<file path="src/rtl/stw_vector_sequencer.sv">
// Programmable Stop-the-World self-test sequencer for the bisr systolic array.
// Optional STW_AUTO_EXPECT_EN derives the expected word from op1*op2+add.
module stw_vector_sequencer #(
    parameter int ROWS        = 4,
    parameter int COLS        = 4,
    parameter int WORD_SIZE   = 16,
    parameter int NUM_VECTORS = 4,
    parameter int TIMEOUT     = 64,
    localparam int IW = (NUM_VECTORS > 1) ? $clog2(NUM_VECTORS) : 1,
    localparam int CW = $clog2(NUM_VECTORS + 1),
    localparam int PE = ROWS * COLS,
    localparam int FW = $clog2(PE + 1)
) (
    input  logic                   clk,
    input  logic                   rst,
    input  logic                   start,
    input  logic                   abort,
    input  logic [CW-1:0]          vec_count,
    input  logic                   vec_wr_en,
    input  logic [IW-1:0]          vec_wr_idx,
    input  logic [4*WORD_SIZE-1:0] vec_wr_data,
    output logic                   STW_test_load_en,
    output logic [WORD_SIZE-1:0]   STW_mult_op1,
    output logic [WORD_SIZE-1:0]   STW_mult_op2,
    output logic [WORD_SIZE-1:0]   STW_add_op,
    output logic [WORD_SIZE-1:0]   STW_expected,
    output logic                   STW_start,
    input  logic                   STW_complete,
    input  logic [PE-1:0]          STW_result_mat,
    output logic                   busy,
    output logic                   done,
    output logic [PE-1:0]          fault_mask,
    output logic [FW-1:0]          fault_count,
    output logic [IW-1:0]          first_fail_vec,
    output logic                   first_fail_valid,
    output logic                   timeout_err
);

    localparam int TW = (TIMEOUT > 1) ? $clog2(TIMEOUT) : 1;

    typedef enum logic [2:0] {
        S_IDLE, S_LOAD, S_FIRE, S_WAIT, S_ACCUM, S_DONE
    } state_t;

    state_t state, state_n;

    logic [WORD_SIZE-1:0] op1_t [NUM_VECTORS];
    logic [WORD_SIZE-1:0] op2_t [NUM_VECTORS];
    logic [WORD_SIZE-1:0] add_t [NUM_VECTORS];
`ifndef STW_AUTO_EXPECT_EN
    logic [WORD_SIZE-1:0] exp_t [NUM_VECTORS];
`endif

    logic [CW-1:0] cnt, cnt_in;
    logic [IW-1:0] idx;
    logic [TW-1:0] wcnt;
    logic [PE-1:0] acc, acc_n;
    logic          prev_cpl;
    logic          cpl_edge;
    logic          last_vec;
    logic          active;
    logic          kill;
    logic          to_hit;

    function automatic logic [FW-1:0] popc(input logic [PE-1:0] v);
        popc = '0;
        for (int i = 0; i < PE; i++) popc = popc + FW'(v[i]);
    endfunction

    assign cnt_in   = (vec_count > CW'(NUM_VECTORS)) ? CW'(NUM_VECTORS)
                                                      : vec_count;
    assign cpl_edge = (state == S_WAIT) && !prev_cpl && STW_complete;
    assign last_vec = (CW'(idx) == cnt - CW'(1));
    assign to_hit   = (wcnt == TW'(TIMEOUT - 1));
    assign kill     = abort && (state != S_IDLE);

    always_comb begin
        state_n = state;
        acc_n   = acc;
        unique case (state)
            S_IDLE: begin
                if (start) begin
                    acc_n   = '1;
                    state_n = (cnt_in == '0) ? S_DONE : S_LOAD;
                end
            end
            S_LOAD:  state_n = S_FIRE;
            S_FIRE:  state_n = S_WAIT;
            S_WAIT: begin
                if (cpl_edge) begin
                    state_n = S_ACCUM;
                end else if (to_hit) begin
                    acc_n   = '0;
                    state_n = S_DONE;
                end
            end
            S_ACCUM: begin
                acc_n   = acc & STW_result_mat;
                state_n = last_vec ? S_DONE : S_LOAD;
            end
            S_DONE:  state_n = S_IDLE;
            default: state_n = S_IDLE;
        endcase
        if (kill) state_n = S_IDLE;
    end

    always_ff @(posedge clk or negedge rst) begin
        if (!rst) begin
            state <= S_IDLE;
        end else begin
            state <= state_n;
        end
    end

    // Table is only writable while idle, so a run always sees a stable table.
    always_ff @(posedge clk or negedge rst) begin
        if (!rst) begin
            for (int i = 0; i < NUM_VECTORS; i++) begin
                op1_t[i] <= '0;
                op2_t[i] <= '0;
                add_t[i] <= '0;
`ifndef STW_AUTO_EXPECT_EN
                exp_t[i] <= '0;
`endif
            end
        end else if (vec_wr_en && state == S_IDLE) begin
            op1_t[vec_wr_idx] <= vec_wr_data[WORD_SIZE-1:0];
            op2_t[vec_wr_idx] <= vec_wr_data[2*WORD_SIZE-1:WORD_SIZE];
            add_t[vec_wr_idx] <= vec_wr_data[3*WORD_SIZE-1:2*WORD_SIZE];
`ifndef STW_AUTO_EXPECT_EN
            exp_t[vec_wr_idx] <= vec_wr_data[4*WORD_SIZE-1:3*WORD_SIZE];
`endif
        end
    end

    always_ff @(posedge clk or negedge rst) begin
        if (!rst) begin
            cnt              <= '0;
            idx              <= '0;
            wcnt             <= '0;
            acc              <= '0;
            prev_cpl         <= 1'b0;
            fault_mask       <= '0;
            fault_count      <= '0;
            first_fail_vec   <= '0;
            first_fail_valid <= 1'b0;
            timeout_err      <= 1'b0;
        end else if (!kill) begin
            acc <= acc_n;
            if (state == S_IDLE && start) begin
                cnt              <= cnt_in;
                idx              <= '0;
                timeout_err      <= 1'b0;
                first_fail_valid <= 1'b0;
            end
            // History tracks the live level so a level held over is not an edge.
            if (state == S_FIRE) begin
                wcnt     <= '0;
                prev_cpl <= STW_complete;
            end
            if (state == S_WAIT) begin
                wcnt     <= wcnt + TW'(1);
                prev_cpl <= STW_complete;
                if (!cpl_edge && to_hit) timeout_err <= 1'b1;
            end
            if (state == S_ACCUM) begin
                if (!first_fail_valid && acc_n != acc) begin
                    first_fail_vec   <= idx;
                    first_fail_valid <= 1'b1;
                end
                if (!last_vec) idx <= idx + IW'(1);
            end
            if (state_n == S_DONE && state != S_DONE) begin
                fault_mask  <= ~acc_n;
                fault_count <= popc(~acc_n);
            end
        end
    end

    assign active = (state == S_LOAD) || (state == S_FIRE) ||
                    (state == S_WAIT) || (state == S_ACCUM);

    assign STW_test_load_en = (state == S_LOAD);
    assign STW_start        = (state == S_FIRE);
    assign busy             = (state != S_IDLE);
    assign done             = (state == S_DONE);
    assign STW_mult_op1     = active ? op1_t[idx] : '0;
    assign STW_mult_op2     = active ? op2_t[idx] : '0;
    assign STW_add_op       = active ? add_t[idx] : '0;

`ifdef STW_AUTO_EXPECT_EN
    assign STW_expected = active ? (op1_t[idx] * op2_t[idx] + add_t[idx])
                                 : '0;
`else
    assign STW_expected = active ? exp_t[idx] : '0;
`endif

endmodule

</file>
<file path="config.mk">
export PLATFORM = sky130hd
export DESIGN_NAME = stw_vector_sequencer
export DESIGN_NICKNAME = d
export VERILOG_FILES = /design/src/rtl/stw_vector_sequencer.sv
export SDC_FILE = /design/constraint.sdc
export NUM_CORES = 1
export LEC_CHECK = 0
export ABC_CLOCK_PERIOD_IN_PS = 8340
export CAP_MARGIN = 20
export CELL_PAD_IN_SITES_DETAIL_PLACEMENT = 0
export CELL_PAD_IN_SITES_GLOBAL_PLACEMENT = 1
export CORE_UTILIZATION = 50
export CTS_CLUSTER_DIAMETER = 200
export DETAILED_ROUTE_END_ITERATION = 10
export GPL_ROUTABILITY_DRIVEN = 0
export PLACE_DENSITY_LB_ADDON = 0.1
export SKIP_CTS_REPAIR_TIMING = 1
export SLEW_MARGIN = 20
export SYNTH_ARGS = -nofsm -noshare
export SYNTH_HDL_FRONTEND = slang
export SYNTH_SLANG_ARGS = --single-unit
</file>
<file path="constraint.sdc">
create_clock -name clk -period 8.34 [get_ports clk]
set_input_delay 1.251 -clock clk [delete_from_list [all_inputs] [get_ports clk]]
set_output_delay 1.251 -clock clk [all_outputs]
set_load 0.05 [all_outputs]
</file>
**After elaboration in Yosys (flattened, before gate mapping)**

Cells that the tools add are included.

- Muxes and demuxes: 47
- Bitwise operators: 5
- Equality and inequality tests: 10
- Reduce and logical (&&, ||, !) cells: 23
- Add/sub/neg operators: 18
- Order comparisons: 4

Operator list:

| kind | number |
|---|---|
| bitwise mux 64 bit | 4 |
| two-way mux 16 bit | 16 |
| binary-select mux 16 bit (select 2 bit) | 4 |
| adder 5 x 1 -> 5 bit | 11 |
| one-hot mux 16 bit (3 select lines) | 1 |
| demux 16 bit (select 2 bit) | 1 |
| two-way mux 3 bit | 7 |
| AND 16 bit | 1 |
| inequality test 16 bit | 1 |
| NOT 16 bit | 1 |
| one-hot mux 3 bit (5 select lines) | 1 |
| two-way mux 6 bit | 2 |
| == test 3 bit (second input constant) | 3 |
| logical AND 1 bit | 9 |
| two-way mux 1 bit | 8 |
| adder 6 x 1 -> 6 bit (second input constant) | 1 |
| == test 3 x 2 -> 1 bit (second input constant) | 2 |
| == test 6 bit (second input constant) | 1 |
| greater-or-equal comparator 3 bit (second input constant) | 2 |
| zero test 3 bit | 2 |
| two-way mux 2 bit | 3 |
| NOT 2 -> 3 bit | 2 |
| AND reduction 2 bit | 3 |
| adder 4 x 1 -> 5 bit | 1 |
| 16 further kinds | 20 |

- Bits in registers: 312
- Word-level logic and storage cells: 134

**Longest topological paths before layout**

- Word-level depth: 21
- Gate-level depth with buffers: 19
- Depth with buffers taken out: 18

**Worst setup path after synthesis**

Ideal clock, no wire load.

- Path type: input to register
- From: in start
- To: reg fault_count[4]
- Slack: 2.866 ns
- Stages on the path: 16
- Arrival: 5.349 ns
- Data required time: 8.215 ns
- Library setup time: 0.125 ns
- Cells stage by stage: nor3b_1 clkbuf_1 o22ai_1 nor2_1 fa_1 inv_1 fa_1 inv_1 fa_1 fa_1 inv_1 ha_1 fa_1 a21oi_1 nor2b_1 mux2_2

- Elaborated cells between the ends (all ways): 24

RTL lines:

| element | RTL line | RTL |
|---|---|---|
| start, declared | 16 | `input logic start,` |
| two-way mux 16 bit | 82 | `if (start) begin` |
| one-hot mux 16 bit (3 select lines) | 80 | `unique case (state)` |
| via acc_n[11] | 57 | `logic [PE-1:0] acc, acc_n;` |
| NOT 16 bit | 175 | `fault_count <= popc(~acc_n);` |
| adder 5 x 1 -> 5 bit (5 in series) | 67 | `for (int i = 0; i < PE; i++) popc = popc + FW'(v[i]);` |
| end signal, assigned | 175 |  |
| end, declared | 33 | `output logic [FW-1:0] fault_count,` |

The timed path passes the listed nets, and every way through them passes these cells.
A chain may end at the register's enable or synchronous reset.

**Worst setup path in the final report**

- From: in start
- To: reg fault_count[4]

- Longest elaborated chain between the ends: 18
- Elaborated cells between the ends (all ways): 24

RTL lines:

| element | RTL line |
|---|---|
| two-way mux 16 bit | 82 |
| one-hot mux 16 bit (3 select lines) | 80 |
| NOT 16 bit | 175 |
| adder 1 x 1 -> 2 bit | 67 |
| adder 2 x 1 -> 3 bit | 67 |
| adder 3 x 1 -> 4 bit | 67 |
| adder 4 x 1 -> 5 bit | 67 |
| adder 5 x 1 -> 5 bit (11 in series) | 67 |

Parallel ways exist; a longest one is shown, timed or not.

==> reports/metrics.cfg <==
[clock_tree]
cts_tree=yes
root_buffer=clkbuf_16
clkTransAtPathRegs_ns=0.05
insertion_delay_ns=0.51
h-tree-depth=2
cts.sinks=312
cts_buffer_depth=3
numCtsBuffers=35

[place]
post_dp_cell_area_um2=16770
dp_hpwl_um=19690
post-place-ws_ns=1.985
placed_cells=1534
port_buffers=183

[synth]
synth_edf_count=0
synthArstFlopShare_pct=100.0
ys.warnings.count=0
post-synth-top-area-cell=dfrtp_1
synth_top_area_share_pct=53.41
ys_ff_latch=312
synth_compound_area_share_pct=3.321
netlist_area_um2=14620
syn_avg_cell_area_um2=14.30
synth_top_family_by_area=multiplexers
synthMuxAreaShare_pct=31.73
synth_simple_gate_area_share_pct=6.462
synth_fp_nets=1130
synthFlopType=dfrtp_1
synth-seq-area-share_pct=53.41
synthAdderAreaFrac_pct=1.969
ys_top_cells_by_area=dfrtp_1 53%, mux2_2 20%, mux4_2 9.9%
synthXorXnorAreaFrac_pct=0.2996
yosysUniqueCellTypes=56
syn_inst=1022

[routing]
vias=9114
first_pass_iters=5
ant_nets=0
post_drt_wl_per_cell_um=20.73
drt-total-wl_um=33090
vias_per_cell=5.711
drtIter0Drc=582
drcViolationCount=0

[timing]
finalSetupTns_ns=0
rsz0062_at_grt=no
hold_slack_ns=0.4830
report.final.slew_viol_count=0
hold_viol_final=0
fin_crit_ns=5.809
setup_ws_ns=2.531
skew_ns=0.01078
finalCritPeriodShare_pct=69.65
max_freq_ghz=0.1721
relSlewSlack_pct=27.33
finalSetupViolCount=0
worstMarginPinSlew_ns=1.090

[setup_path]
cp.arrival_ns=6.20
worst-path-max-fanout=11
critPathRequiredTime_ns=8.73
cp_slowest_stage_delay_ns=0.60
crit_chain=clkdlybuf4s50_1, nor3b_1, buf_4, o221ai_1, fa_1, inv_1, fa_1, fa_1, fa_1, inv_1, ha_1, fa_1, a21oi_1, nor2b_1, mux2_2
cp_slowest_cell=fa_1
endpoint_kind=flip-flop
crit_top_cell=fa_1
critical_path_class=in -> reg
cp-start-kind=primary input

[global_route]
antenna_found_initial=2
grt_max_degree=133
grt_pass1_vias=9539
grt_pass1_wl_um=53510
grt_overflow_total=0
grt_usage_pct=22.75

[cells_and_area]
nets=1298
finalInstanceArea_um2=17930
n_fill_cell=2254
syn_to_final_growth_pct=22.63
instances_no_fill=1596
drive_gt1_share_pct=34.30

[floorplanning]
rows=62
initial_core_util_pct=50.93
core_um2=28700
ios=184
dieWidth_um=173.0
die_area_um2=29920
die_y_um=173.0

[hold_path]
hold_path.class=reg -> reg

[run_status]
status=finished, final reports clean

[power_and_ir_drop]
p_leak_nw=7.774
power_density_nw_per_um2=405.3
ir_worst_vdd_uv=218.2

[flow_run]
max_cap_viol_count=0

## worst max-delay path, delay by kind of cell
kind,cells,cell delay (ns)
AOI/OAI and AO/OA,2,0.40
adders and majority gates,6,2.75
buffers and inverters,4,0.91
muxes,1,0.25
and+or+nand+nor,2,0.63
## Yosys cell counts (all sizes together) (2+ instances only)
library cell and n:
clkbuf 50, mux2i 7, and3 65, o21bai 2
nand3 4, fa 10, ha 7, inv 34
nor2 17, a21oi 10, xor2 2, and2 3
nand3b 4, nand2b 3, o21ai 20, mux4 64
o221ai 6, xnor2 3, o21a 3, dfrtp 312
nand2 49, nor3 8, nor3b 2, or2 3
nor4 4, buf 16, o22ai 10, mux2 273
o31ai 2, a31oi 2, nand4 6, a21o 8
## logic make-up (layout without fill, tap and decap cells)
| logic type | after synthesis | after routing |
|---|---|---|
| flip-flops | 312 | 312 |
| other | 0 | 2 |
| buffers and inverters | 100 | 288 |
| AND/OR/NAND/NOR | 173 | 173 |
| XOR/XNOR | 5 | 5 |
| multiplexers | 344 | 344 |
| adder cells (fa/ha/maj) | 17 | 17 |
| AO/OA/AOI/OAI | 71 | 71 |
## through the flow
stage	power, W	util, %
2_1_floorplan	0.004881	-
3_3_place_gp	0.005782	58.41
3_5_place_dp	0.005850	58.41
4_1_cts	0.007346	62.20
5_1_grt	0.007667	62.44
6_report	0.007266	62.45
## metal layers
layer	share of wire, %	wire length (µm)	GRT usage, %	vias to the layer above
met1	45	14850	31.87	4745
met4	1.7	568	4.978	0
li1	-	-	-	4085
met3	5.8	1917	5.233	49
met5	0	0	0	-
met2	48	15750	36.39	235
## layout make-up
class                           count  area [µm²]  area share, %
Inverter                           34       127.6         0.7119
Timing Repair Buffer              197        1987          11.08
Tap cell                          384       480.5          2.680
Clock buffer                       51        1017          5.675
Clock inverter                      6       70.07         0.3909
Sequential cell                   312        7815          43.60
Antenna cell                        2       5.005        0.02792
Multi-Input combinational cell    610        6424          35.83
## final timing paths
path / to / depth (start not counted) / slack [ns] / start
max in group asynchronous: op2_t[56] / 3 / 6.01 / rst
min in group asynchronous: op1_t[61] / 1 / 0.59 / rst
max reg2reg: fault_count[4] / 15 / 2.83 / state[0]
min: prev_cpl / 2 / 0.48 / prev_cpl
min reg2reg: prev_cpl / 2 / 0.48 / prev_cpl
max: fault_count[4] / 15 / 2.53 / start
## where the power goes
part | total, W | switching (W) | internal [W]
sequential | 0.00260 | 0.000382 | 0.00222
clock | 0.00146 | 0.000588 | 0.000874
combinational | 0.00320 | 0.00171 | 0.00149
## cells in the final DEF, fill, tap and decap left out, types with 3 or more instances in the layout
cell type / instances
a21o_1: 8
a21oi_1: 9
and2_1: 3
and3_1: 65
buf_4: 11
clkbuf_1: 9
clkbuf_16: 36
clkbuf_8: 6
clkdlybuf4s50_1: 182
clkinv_2: 3
dfrtp_1: 310
fa_1: 10
ha_1: 7
inv_1: 33
mux2_2: 259
mux2_4: 14
mux2i_1: 7
mux4_2: 64
nand2_1: 46
nand2b_1: 3
nand3_1: 4
nand3b_1: 3
nand4_1: 6
nor2_1: 16
nor3_1: 7
nor4_1: 3
o21a_1: 3
o21ai_0: 19
o221ai_1: 6
o22ai_1: 10
xnor2_1: 3
## state kept, by name (all words and copies together) (netlist names), 3 cells and up
| name | count |
|---|---|
| wcnt | 6 |
| cnt | 3 |
| op2_t | 64 |
| fault_mask | 16 |
| state | 3 |
| acc | 16 |
| exp_t | 64 |
| fault_count | 5 |
| op1_t | 64 |
| add_t | 64 |
No activity file was read; power rests on OpenSTA's default activity.
